===== src/rtl/scmp_membus_pkg.sv =====
// Shared types and constants for the SC/MP strobe-bus to synchronous RAM bridge.
package scmp_membus_pkg;

    localparam int         SYNC_DEPTH   = 2;
    localparam logic [7:0] IDLE_VAL_DEF = 8'hFF;

    typedef enum logic [2:0] {
        ST_IDLE      = 3'd0,
        ST_RD_ADDR   = 3'd1,
        ST_RD_DATA   = 3'd2,
        ST_RD_HOLD   = 3'd3,
        ST_WR_COMMIT = 3'd4
    } membus_state_t;

    // Saturating 8-bit increment used by the write-protect hit counter.
    function automatic logic [7:0] sat_inc8(input logic [7:0] value);
        logic [7:0] result;
        if (value == 8'hFF) begin
            result = value;
        end else begin
            result = value + 8'd1;
        end
        return result;
    endfunction

endpackage


===== src/rtl/scmp_strobe_sync.sv =====
// Synchroniser for one active-low CPU strobe, with fall/rise pulses taken from
// the synchronised copy. Strobes idle high, so every flop resets to 1.
module scmp_strobe_sync
    import scmp_membus_pkg::*;
(
    input  logic clk,
    input  logic rst_n,
    input  logic strobe_n,
    output logic level_n,
    output logic fall,
    output logic rise
);

    logic [SYNC_DEPTH-1:0] sync_r;
    logic                  prev_r;

    // Synchroniser chain plus one delayed copy for edge detection.
    always_ff @(posedge clk or negedge rst_n) begin
        if (!rst_n) begin
            sync_r <= {SYNC_DEPTH{1'b1}};
            prev_r <= 1'b1;
        end else begin
            sync_r <= {sync_r[SYNC_DEPTH-2:0], strobe_n};
            prev_r <= sync_r[SYNC_DEPTH-1];
        end
    end

    assign level_n = sync_r[SYNC_DEPTH-1];
    assign fall    = prev_r & ~sync_r[SYNC_DEPTH-1];
    assign rise    = ~prev_r & sync_r[SYNC_DEPTH-1];

endmodule


===== src/rtl/scmp_membus.sv =====
// SC/MP strobe bus to synchronous single-port RAM bridge.
// Optional write protection of the low RAM region: define SCMP_MEMBUS_WP_EN.
module scmp_membus
    import scmp_membus_pkg::*;
#(
    parameter int         ADDR_W   = 12,
    parameter int         MEM_AW   = 6,
    parameter logic [7:0] IDLE_VAL = IDLE_VAL_DEF,
    parameter int         WP_LIMIT = 16
) (
    input  logic              clk,
    input  logic              rst_n,
    input  logic [ADDR_W-1:0] cpu_addr,
    input  logic [7:0]        cpu_d_o,
    input  logic              cpu_ads_n,
    input  logic              cpu_rd_n,
    input  logic              cpu_wr_n,
    output logic [7:0]        cpu_d_i,
    output logic [MEM_AW-1:0] ram_addr,
    output logic              ram_we,
    output logic [7:0]        ram_wdata,
    input  logic [7:0]        ram_rdata,
    output logic [3:0]        flags,
    output logic              bus_err,
    output logic [7:0]        wp_hits
);

    membus_state_t     state_r;
    logic              ads_lvl_s, ads_fall_s, ads_rise_s;
    logic              rd_lvl_s, rd_fall_s, rd_rise_s;
    logic              wr_lvl_s, wr_fall_s, wr_rise_s;
    logic [MEM_AW-1:0] fold_addr_s;
    logic              wr_go_s;
    logic              wr_block_s;
    logic              unused_s;

    scmp_strobe_sync u_ads_sync (
        .clk      (clk),
        .rst_n    (rst_n),
        .strobe_n (cpu_ads_n),
        .level_n  (ads_lvl_s),
        .fall     (ads_fall_s),
        .rise     (ads_rise_s)
    );

    scmp_strobe_sync u_rd_sync (
        .clk      (clk),
        .rst_n    (rst_n),
        .strobe_n (cpu_rd_n),
        .level_n  (rd_lvl_s),
        .fall     (rd_fall_s),
        .rise     (rd_rise_s)
    );

    scmp_strobe_sync u_wr_sync (
        .clk      (clk),
        .rst_n    (rst_n),
        .strobe_n (cpu_wr_n),
        .level_n  (wr_lvl_s),
        .fall     (wr_fall_s),
        .rise     (wr_rise_s)
    );

    // Upper address bits are ignored: the RAM image repeats every 2**MEM_AW bytes.
    assign fold_addr_s = cpu_addr[MEM_AW-1:0];
    assign wr_go_s     = wr_fall_s & ~ads_fall_s;
    assign unused_s    = ^{ads_lvl_s, ads_rise_s, rd_rise_s, wr_rise_s,
                           cpu_addr[ADDR_W-1:MEM_AW]};

`ifdef SCMP_MEMBUS_WP_EN
    localparam logic [MEM_AW-1:0] WP_LIM_C = MEM_AW'(WP_LIMIT);

    // Writes below the protection limit are suppressed.
    always_comb begin
        wr_block_s = 1'b0;
        if (fold_addr_s < WP_LIM_C) begin
            wr_block_s = 1'b1;
        end else begin
            wr_block_s = 1'b0;
        end
    end

    // Count suppressed writes, saturating at 8'hFF.
    always_ff @(posedge clk or negedge rst_n) begin
        if (!rst_n) begin
            wp_hits <= 8'h00;
        end else if (wr_go_s && wr_block_s) begin
            wp_hits <= sat_inc8(wp_hits);
        end else begin
            wp_hits <= wp_hits;
        end
    end
`else
    localparam int unused_wp_limit_c = WP_LIMIT;

    assign wr_block_s = 1'b0;
    assign wp_hits    = 8'h00;
`endif

    // Bus FSM: address strobe aborts everything, a write strobe beats a read.
    always_ff @(posedge clk or negedge rst_n) begin
        if (!rst_n) begin
            state_r   <= ST_IDLE;
            cpu_d_i   <= IDLE_VAL;
            ram_addr  <= {MEM_AW{1'b0}};
            ram_we    <= 1'b0;
            ram_wdata <= 8'h00;
            flags     <= 4'h0;
        end else begin
            ram_we <= 1'b0;
            if (ads_fall_s) begin
                ram_addr <= fold_addr_s;
                flags    <= cpu_d_o[7:4];
                cpu_d_i  <= IDLE_VAL;
                state_r  <= ST_IDLE;
            end else if (wr_go_s) begin
                ram_addr  <= fold_addr_s;
                ram_wdata <= cpu_d_o;
                ram_we    <= ~wr_block_s;
                cpu_d_i   <= IDLE_VAL;
                state_r   <= ST_WR_COMMIT;
            end else begin
                case (state_r)
                    ST_IDLE: begin
                        if (rd_fall_s) begin
                            ram_addr <= fold_addr_s;
                            state_r  <= ST_RD_ADDR;
                        end else begin
                            state_r  <= ST_IDLE;
                        end
                    end
                    ST_RD_ADDR: begin
                        if (rd_lvl_s) begin
                            state_r <= ST_IDLE;
                        end else begin
                            state_r <= ST_RD_DATA;
                        end
                    end
                    ST_RD_DATA: begin
                        if (rd_lvl_s) begin
                            state_r <= ST_IDLE;
                        end else begin
                            cpu_d_i <= ram_rdata;
                            state_r <= ST_RD_HOLD;
                        end
                    end
                    ST_RD_HOLD: begin
                        if (rd_lvl_s) begin
                            cpu_d_i <= IDLE_VAL;
                            state_r <= ST_IDLE;
                        end else begin
                            state_r <= ST_RD_HOLD;
                        end
                    end
                    ST_WR_COMMIT: begin
                        state_r <= ST_IDLE;
                    end
                    default: begin
                        cpu_d_i <= IDLE_VAL;
                        state_r <= ST_IDLE;
                    end
                endcase
            end
        end
    end

    // Sticky collision flag: both data strobes low in the same synced cycle.
    always_ff @(posedge clk or negedge rst_n) begin
        if (!rst_n) begin
            bus_err <= 1'b0;
        end else if (!rd_lvl_s && !wr_lvl_s) begin
            bus_err <= 1'b1;
        end else begin
            bus_err <= bus_err;
        end
    end

endmodule

===== config.mk =====
export PLATFORM = sky130hd
export DESIGN_NAME = scmp_membus
export DESIGN_NICKNAME = d
export VERILOG_FILES = /design/src/rtl/scmp_membus_pkg.sv /design/src/rtl/scmp_strobe_sync.sv /design/src/rtl/scmp_membus.sv
export SDC_FILE = /design/constraint.sdc
export NUM_CORES = 1
export LEC_CHECK = 0
export CELL_PAD_IN_SITES_DETAIL_PLACEMENT = 0
export CELL_PAD_IN_SITES_GLOBAL_PLACEMENT = 1
export CORE_ASPECT_RATIO = 0.6
export CORE_MARGIN = 8
export CORE_UTILIZATION = 34
export DETAILED_ROUTE_END_ITERATION = 8
export GPL_ROUTABILITY_DRIVEN = 0
export PLACE_DENSITY = 0.92
export SETUP_SLACK_MARGIN = 0.2
export SYNTH_ARGS = -nofsm -noshare
export SYNTH_HDL_FRONTEND = slang
export SYNTH_HIERARCHICAL = 1
export SYNTH_SLANG_ARGS = --single-unit

===== constraint.sdc =====
create_clock -name clk -period 4.14 [get_ports clk]
set_clock_uncertainty 0.05 [all_clocks]
set_input_delay 0.621 -clock clk [delete_from_list [all_inputs] [get_ports clk]]
set_output_delay 0.621 -clock clk [all_outputs]
set_load 0.1 [all_outputs]

==> results of run 1 <==
==> routing by layer <==
metal	GRT usage, %	share of wire (%)	vias up
li1	-	-	430
met1	11.2	38	466
met2	18.7	52	31
met3	5.64	8.2	9
met4	5.16	2.0	0
met5	0	0	-
==> registers in the layout, summed over array words and instances (netlist names), 2 cells and up <==
signal / count
cpu_d_i: 8
u_ads_sync/sync_r: 2
u_wr_sync/sync_r: 2
state_r: 2
u_rd_sync/sync_r: 2
ram_addr: 6
ram_wdata: 8
flags: 4
==> area by class of cell <==
type	instances	area share (%)
well taps	60	3.47
multi-input cells	52	20.8
clock inverters	1	1.39
flip-flops and latches	39	46.1
repair buffers	54	24.7
clock buffers	7	3.53
==> path summary, 6_finish.rpt <==
check,from,end,cells after the start
setup / recovery,cpu_d_i[5],cpu_d_i[5],1
hold / removal,u_ads_sync/sync_r[0],u_ads_sync/sync_r[1],0
setup reg to reg,u_wr_sync/prev_r,ram_wdata[7],3
hold reg to reg,u_ads_sync/sync_r[0],u_ads_sync/sync_r[1],0
max in group asynchronous,rst_n,ram_addr[3],1
min in group asynchronous,rst_n,flags[0],1
==> report_power, final <==
part           leakage, nW  internal (W)  switching (W)  total [W]
clock               0.0524      0.000180       0.000124   0.000304
sequential           0.439      0.000421      0.0000208   0.000441
combinational        0.364     0.0000998       0.000300   0.000400
total                0.856      0.000700       0.000445    0.00115
==> stage by stage <==
step	utilization, %	hold slack [ns]
after global routing	52.0	0.316
after detailed placement	49.4	0.299
after floorplan	-	0.275
after global placement	49.4	0.298
after CTS	52.0	0.310
final	52.0	0.309
==> worst reg2reg max path, cell delays in order (launching register included) <==
cell and delay, ns:
dfstp_2 0.52, nor2b_1 0.43, nor2b_1 0.70, mux2_2 0.41
==> cell usage in the layout (no fill, tap or decap), drive strengths merged <==
| cell | instances |
|---|---|
| o21a | 1 |
| xor2 | 1 |
| o22a | 8 |
| bufinv | 1 |
| nor3b | 2 |
| buf | 1 |
| nor3 | 2 |
| a2111oi | 1 |
| nand3 | 1 |
| clkbuf | 7 |
| mux2 | 18 |
| dfstp | 17 |
| dfrtp | 22 |
| conb | 8 |
| nor2b | 5 |
| o21bai | 1 |
| nor2 | 2 |
| a21oi | 1 |
| clkdlybuf4s50 | 53 |
| nor4b | 1 |
==> metrics.cfg, run 1 <==
[outcome]
status=finished, final reports clean

[drt]
firstDrtPassIters=2
drc=0
drtAntennaViolNets=0
routedWlPerCell_um=16.5
finalWirelength_um=3530
vias=936
viasPerCell=4.39
initialDrtViolationCount=25

[logic_synthesis]
syn_inst=94
yosysWarnings=6
syn_avg_cell_area_um2=15.9
synth_area_um2=1500

[sta]
timing.final.crit_share_pct=63.8
worst_pin_slew_ns=1.02
setup_tns_ns=0
final-setup-viol-count=0
relSlewSlack_pct=32.0
hold_viol_final=0
rsz0062_at_grt=false
fin_crit_ns=2.64
max_freq_mhz=379
drv_slew=0
worst_slack_ns=1.50

[global_route]
grt_use_total_pct=11.0
grt_pass1_vias=1122
grt_pass1_wl_um=5710
overflow=0
antenna_found_initial=0
grt_start_max_net_pins=40

[worst_setup_path]
critical_path_class=flip-flop to output pin
slowest_delay_ns=1.15
cp.arrival_ns=1.97
slowest_stage=clkdlybuf4s50_1
critPathCaptureType=output pin
cp_num_buf_inv=1
worstPathRequired_ns=3.47
r2r_setup_slack_ns=1.92
crit_chain=clkdlybuf4s50_1
critPathTopFamily=buffers and inverters
start_kind=flip-flop
crit_fanout=2

[layout]
nets=185
fillers=346
post-route-cell-area_um2=2160
fin_cells=213
syn_to_final_growth_pct=44.5
drive_gt1_share_pct=30.7
antenna_cells=0
seq_area_um2=997
multi_input_area_um2=450

[clock_network]
cts.sinks=39
cts-hold-fix-buffers=0
cts_tree=yes
clk_pin_slew_ns=0.07
cts_buffer_depth=2
post_cts_resized=0
cts_setup_buffers=0
cts-root-buf=clkbuf_8
cts-buffers-inserted=5
clk_latency_ns=0.28
htree_num_levels=2

[power_and_ir_drop]
total_leakage_power_nw=0.856
p_per_area_nw_per_um2=529
ir_drop_v=0.000324
total_power_w=0.00115

[placed_design]
placement.io_buffers=54
placed_cell_area_um2=2060
post-place-ws_ns=1.80
place_hpwl_um=2700
dp.cells=205

[floorplanning]
dieWidth_um=102
initial_utilization_pct=35.9
io-pin-count=69
row_count=18
die_y_um=67.4
core_um2=4170
die_area_um2=6850

[flow_run]
maxCapViolations=0

[min_path]
hold_path.class=flip-flop to flip-flop

Power figures use the tool's default switching activity.
==> run 2, diff against run 1 <==
--- a/config.mk
+++ b/config.mk
@@ -9,10 +9,10 @@
 export CELL_PAD_IN_SITES_GLOBAL_PLACEMENT = 1
 export CORE_ASPECT_RATIO = 0.6
 export CORE_MARGIN = 8
-export CORE_UTILIZATION = 34
+export CORE_UTILIZATION = 32
 export DETAILED_ROUTE_END_ITERATION = 8
 export GPL_ROUTABILITY_DRIVEN = 0
-export PLACE_DENSITY = 0.92
+export PLACE_DENSITY = 0.88
 export SETUP_SLACK_MARGIN = 0.2
 export SYNTH_ARGS = -nofsm -noshare
 export SYNTH_HDL_FRONTEND = slang
==> constraint.sdc (replaced) <==
create_clock -name clk -period 2.7 [get_ports clk]
set_clock_uncertainty 0.05 [all_clocks]
set_input_delay 0.405 -clock clk [delete_from_list [all_inputs] [get_ports clk]]
set_output_delay 0.405 -clock clk [all_outputs]
set_load 0.1 [all_outputs]
==> run 2 against run 1 <==
  * Cell count is 2.3% higher
  * Critical path depth increased by 4
  * Clock power increased by 54%
  * Global-route usage fell by 1.3 points
  * Die area increased by 5.0%
  * Power grew 52%
  * Flip-flop and latch count did not move
  * Combinational power is 49% higher
  * Non-clock buffer count increased by 2
  * First-iteration DRC count grew 24%
  * Highest routed layer unchanged
==> metrics.cfg, run 2 (synthesized netlist as in run 1, its figures left out) <==
[sta]
worst_pin_slew_ns=0.840  ; was 1.02 ns
fin_crit_ns=1.89
setup_tns_ns=0  ; unchanged
final-setup-viol-count=0  ; unchanged
hold_viol_final=0  ; unchanged
rsz0062_at_grt=false  ; unchanged
max_freq_mhz=528
timing.final.crit_share_pct=70.1
relSlewSlack_pct=44.0  ; was 32.0%
drv_slew=0  ; unchanged

[floorplanning]
core_um2=4540  ; was 4170 µm²
die_area_um2=7200  ; was 6850 µm²
io-pin-count=69  ; unchanged
die_y_um=69.0  ; was 67.4 µm
dieWidth_um=104  ; was 102 µm
initial_utilization_pct=33.0  ; was 35.9%
row_count=19  ; was 18

[global_route]
antenna_found_initial=0  ; unchanged
overflow=0  ; unchanged
grt_use_met1_pct=11.3  ; was 11.2%
grt_util_met2_pct=15.1  ; was 18.7%
grt_pass1_vias=1074  ; was 1122
grt_start_max_net_pins=40  ; unchanged
grt.met3_usage_pct=4.64  ; was 5.64%
grt_pass1_wl_um=5440  ; was 5710 µm
grt.busiest_layer=met2  ; unchanged
grt_use_total_pct=9.65  ; was 11.0%

[clock_network]
cts-buffers-inserted=5  ; unchanged
cts-hold-fix-buffers=0  ; unchanged
cts_buffer_depth=2  ; unchanged
cts_tree=yes  ; unchanged
post_cts_resized=0  ; unchanged
htree_num_levels=2  ; unchanged
cts_setup_buffers=0  ; unchanged
clk_pin_slew_ns=0.08  ; was 0.07 ns
cts.sinks=39  ; unchanged
clk_latency_ns=0.29  ; was 0.28 ns
cts-root-buf=clkbuf_8  ; unchanged

[flow_run]
maxCapViolations=0  ; unchanged

[drt]
initialDrtViolationCount=31  ; was 25
drc=0  ; unchanged
vias=922  ; was 936
drtAntennaViolNets=0  ; unchanged
finalWirelength_um=3340  ; was 3530 µm
firstDrtPassIters=3  ; was 2
routedWlPerCell_um=15.3  ; was 16.5 µm
viasPerCell=4.23  ; was 4.39

[placed_design]
placement.io_buffers=54  ; unchanged
place_hpwl_um=2610  ; was 2700 µm

[worst_setup_path]
critPathCaptureType=flip-flop  ; was output pin
cp.arrival_ns=2.07  ; was 1.97 ns
crit_fanout=8  ; was 2
slowest_stage=dfstp_2  ; was clkdlybuf4s50_1
crit_chain=nor2b_1, buf_4, nor3_2, a21oi_2, o22a_1  ; was clkdlybuf4s50_1
cp_num_buf_inv=1  ; unchanged
slowest_delay_ns=0.51  ; was 1.15 ns
worstPathRequired_ns=2.88  ; was 3.47 ns
critPathTopFamily=compound AO/OA/AOI/OAI gates  ; was buffers and inverters
critical_path_class=flip-flop to flip-flop  ; was flip-flop to output pin
start_kind=flip-flop  ; unchanged

[layout]
reg_top3=cpu_d_i x8, ram_wdata x8, ram_addr x6  ; unchanged
seq_area_um2=997  ; unchanged
antenna_cells=0  ; unchanged
mostFrequentLayoutCells=buf_4, clkdlybuf4s50_1, dfrtp_1  ; was clkdlybuf4s50_1, dfrtp_1, mux2_2
syn_to_final_growth_pct=41.3  ; was 44.5%
multi_input_area_um2=450  ; unchanged
final_common_cell=buf_4  ; was clkdlybuf4s50_1
fillers=400  ; was 346
fin_util_pct=46.6  ; was 52.0%
drive_gt1_share_pct=50.3  ; was 30.7%
nets=187  ; was 185

[outcome]
status=finished, final reports clean  ; unchanged

[power_and_ir_drop]
p_per_area_nw_per_um2=824  ; was 529 nW/µm²
ir_drop_v=0.000543  ; was 0.000324 V
total_leakage_power_nw=0.886  ; was 0.856 nW

[min_path]
hold_path.class=primary input to asynchronous set/reset pin  ; was flip-flop to flip-flop

[run 2: cell count changes in the layout (fill, tap and decap cells not counted)]
cell	change
clkbuf_1	-1
buf_4	+30
inv_4	+1
clkdlybuf4s50_1	-28
[run 2: metrics by stage]
step	hold WS, ns	power (W)	worst slack [ns]	instances	instance area [µm²]
detailed placement	0.301	0.00129	0.790	210	2010
global placement	0.298	0.00128	0.870	210	2010
global route	0.215	0.00182	0.637	218	2120
floorplan	0.0594	0.00115	0.778	101	1520
finish	0.162	0.00174	0.807	218	2120
CTS	0.177	0.00176	0.767	218	2120
[run 2: cell type report]
type | instances | share of cell area [%]
sequential | 39 | 47.1
timing repair buffer | 56 | 22.7
multi-input combinational | 52 | 21.3
tap | 63 | 3.73
clock buffer | 6 | 3.43
clock inverter | 2 | 1.71
[run 2: final timing paths]
kind | startpoint | end | slack [ns] | cells past startpoint
max in group asynchronous | rst_n | ram_addr[1] | 1.91 | 1
worst max register to register | u_ads_sync/prev_r | cpu_d_i[3] | 0.81 | 5
worst max-delay path | u_ads_sync/prev_r | cpu_d_i[3] | 0.81 | 5
min in group clk | u_wr_sync/sync_r[0] | u_wr_sync/sync_r[1] | 0.31 | 0
worst min-delay path | rst_n | ram_wdata[7] | 0.16 | 1
worst min register to register | u_wr_sync/sync_r[0] | u_wr_sync/sync_r[1] | 0.31 | 0
[run 2: routing by layer]
metal / share of wire [%] / up-vias
met5: 0 / -
met4: 1.1 / 0
met3: 7.3 / 4
met2: 50 / 29
met1: 41 / 455
li1: - / 434
[run 2: power breakdown]
group | internal [W] | total, W | switching, W | leakage [nW]
Combinational | 0.000138 | 0.000598 | 0.000459 | 0.391
Clock | 0.000276 | 0.000468 | 0.000192 | 0.0557
Sequential | 0.000645 | 0.000678 | 0.0000328 | 0.439
Total | 0.00106 | 0.00174 | 0.000684 | 0.886
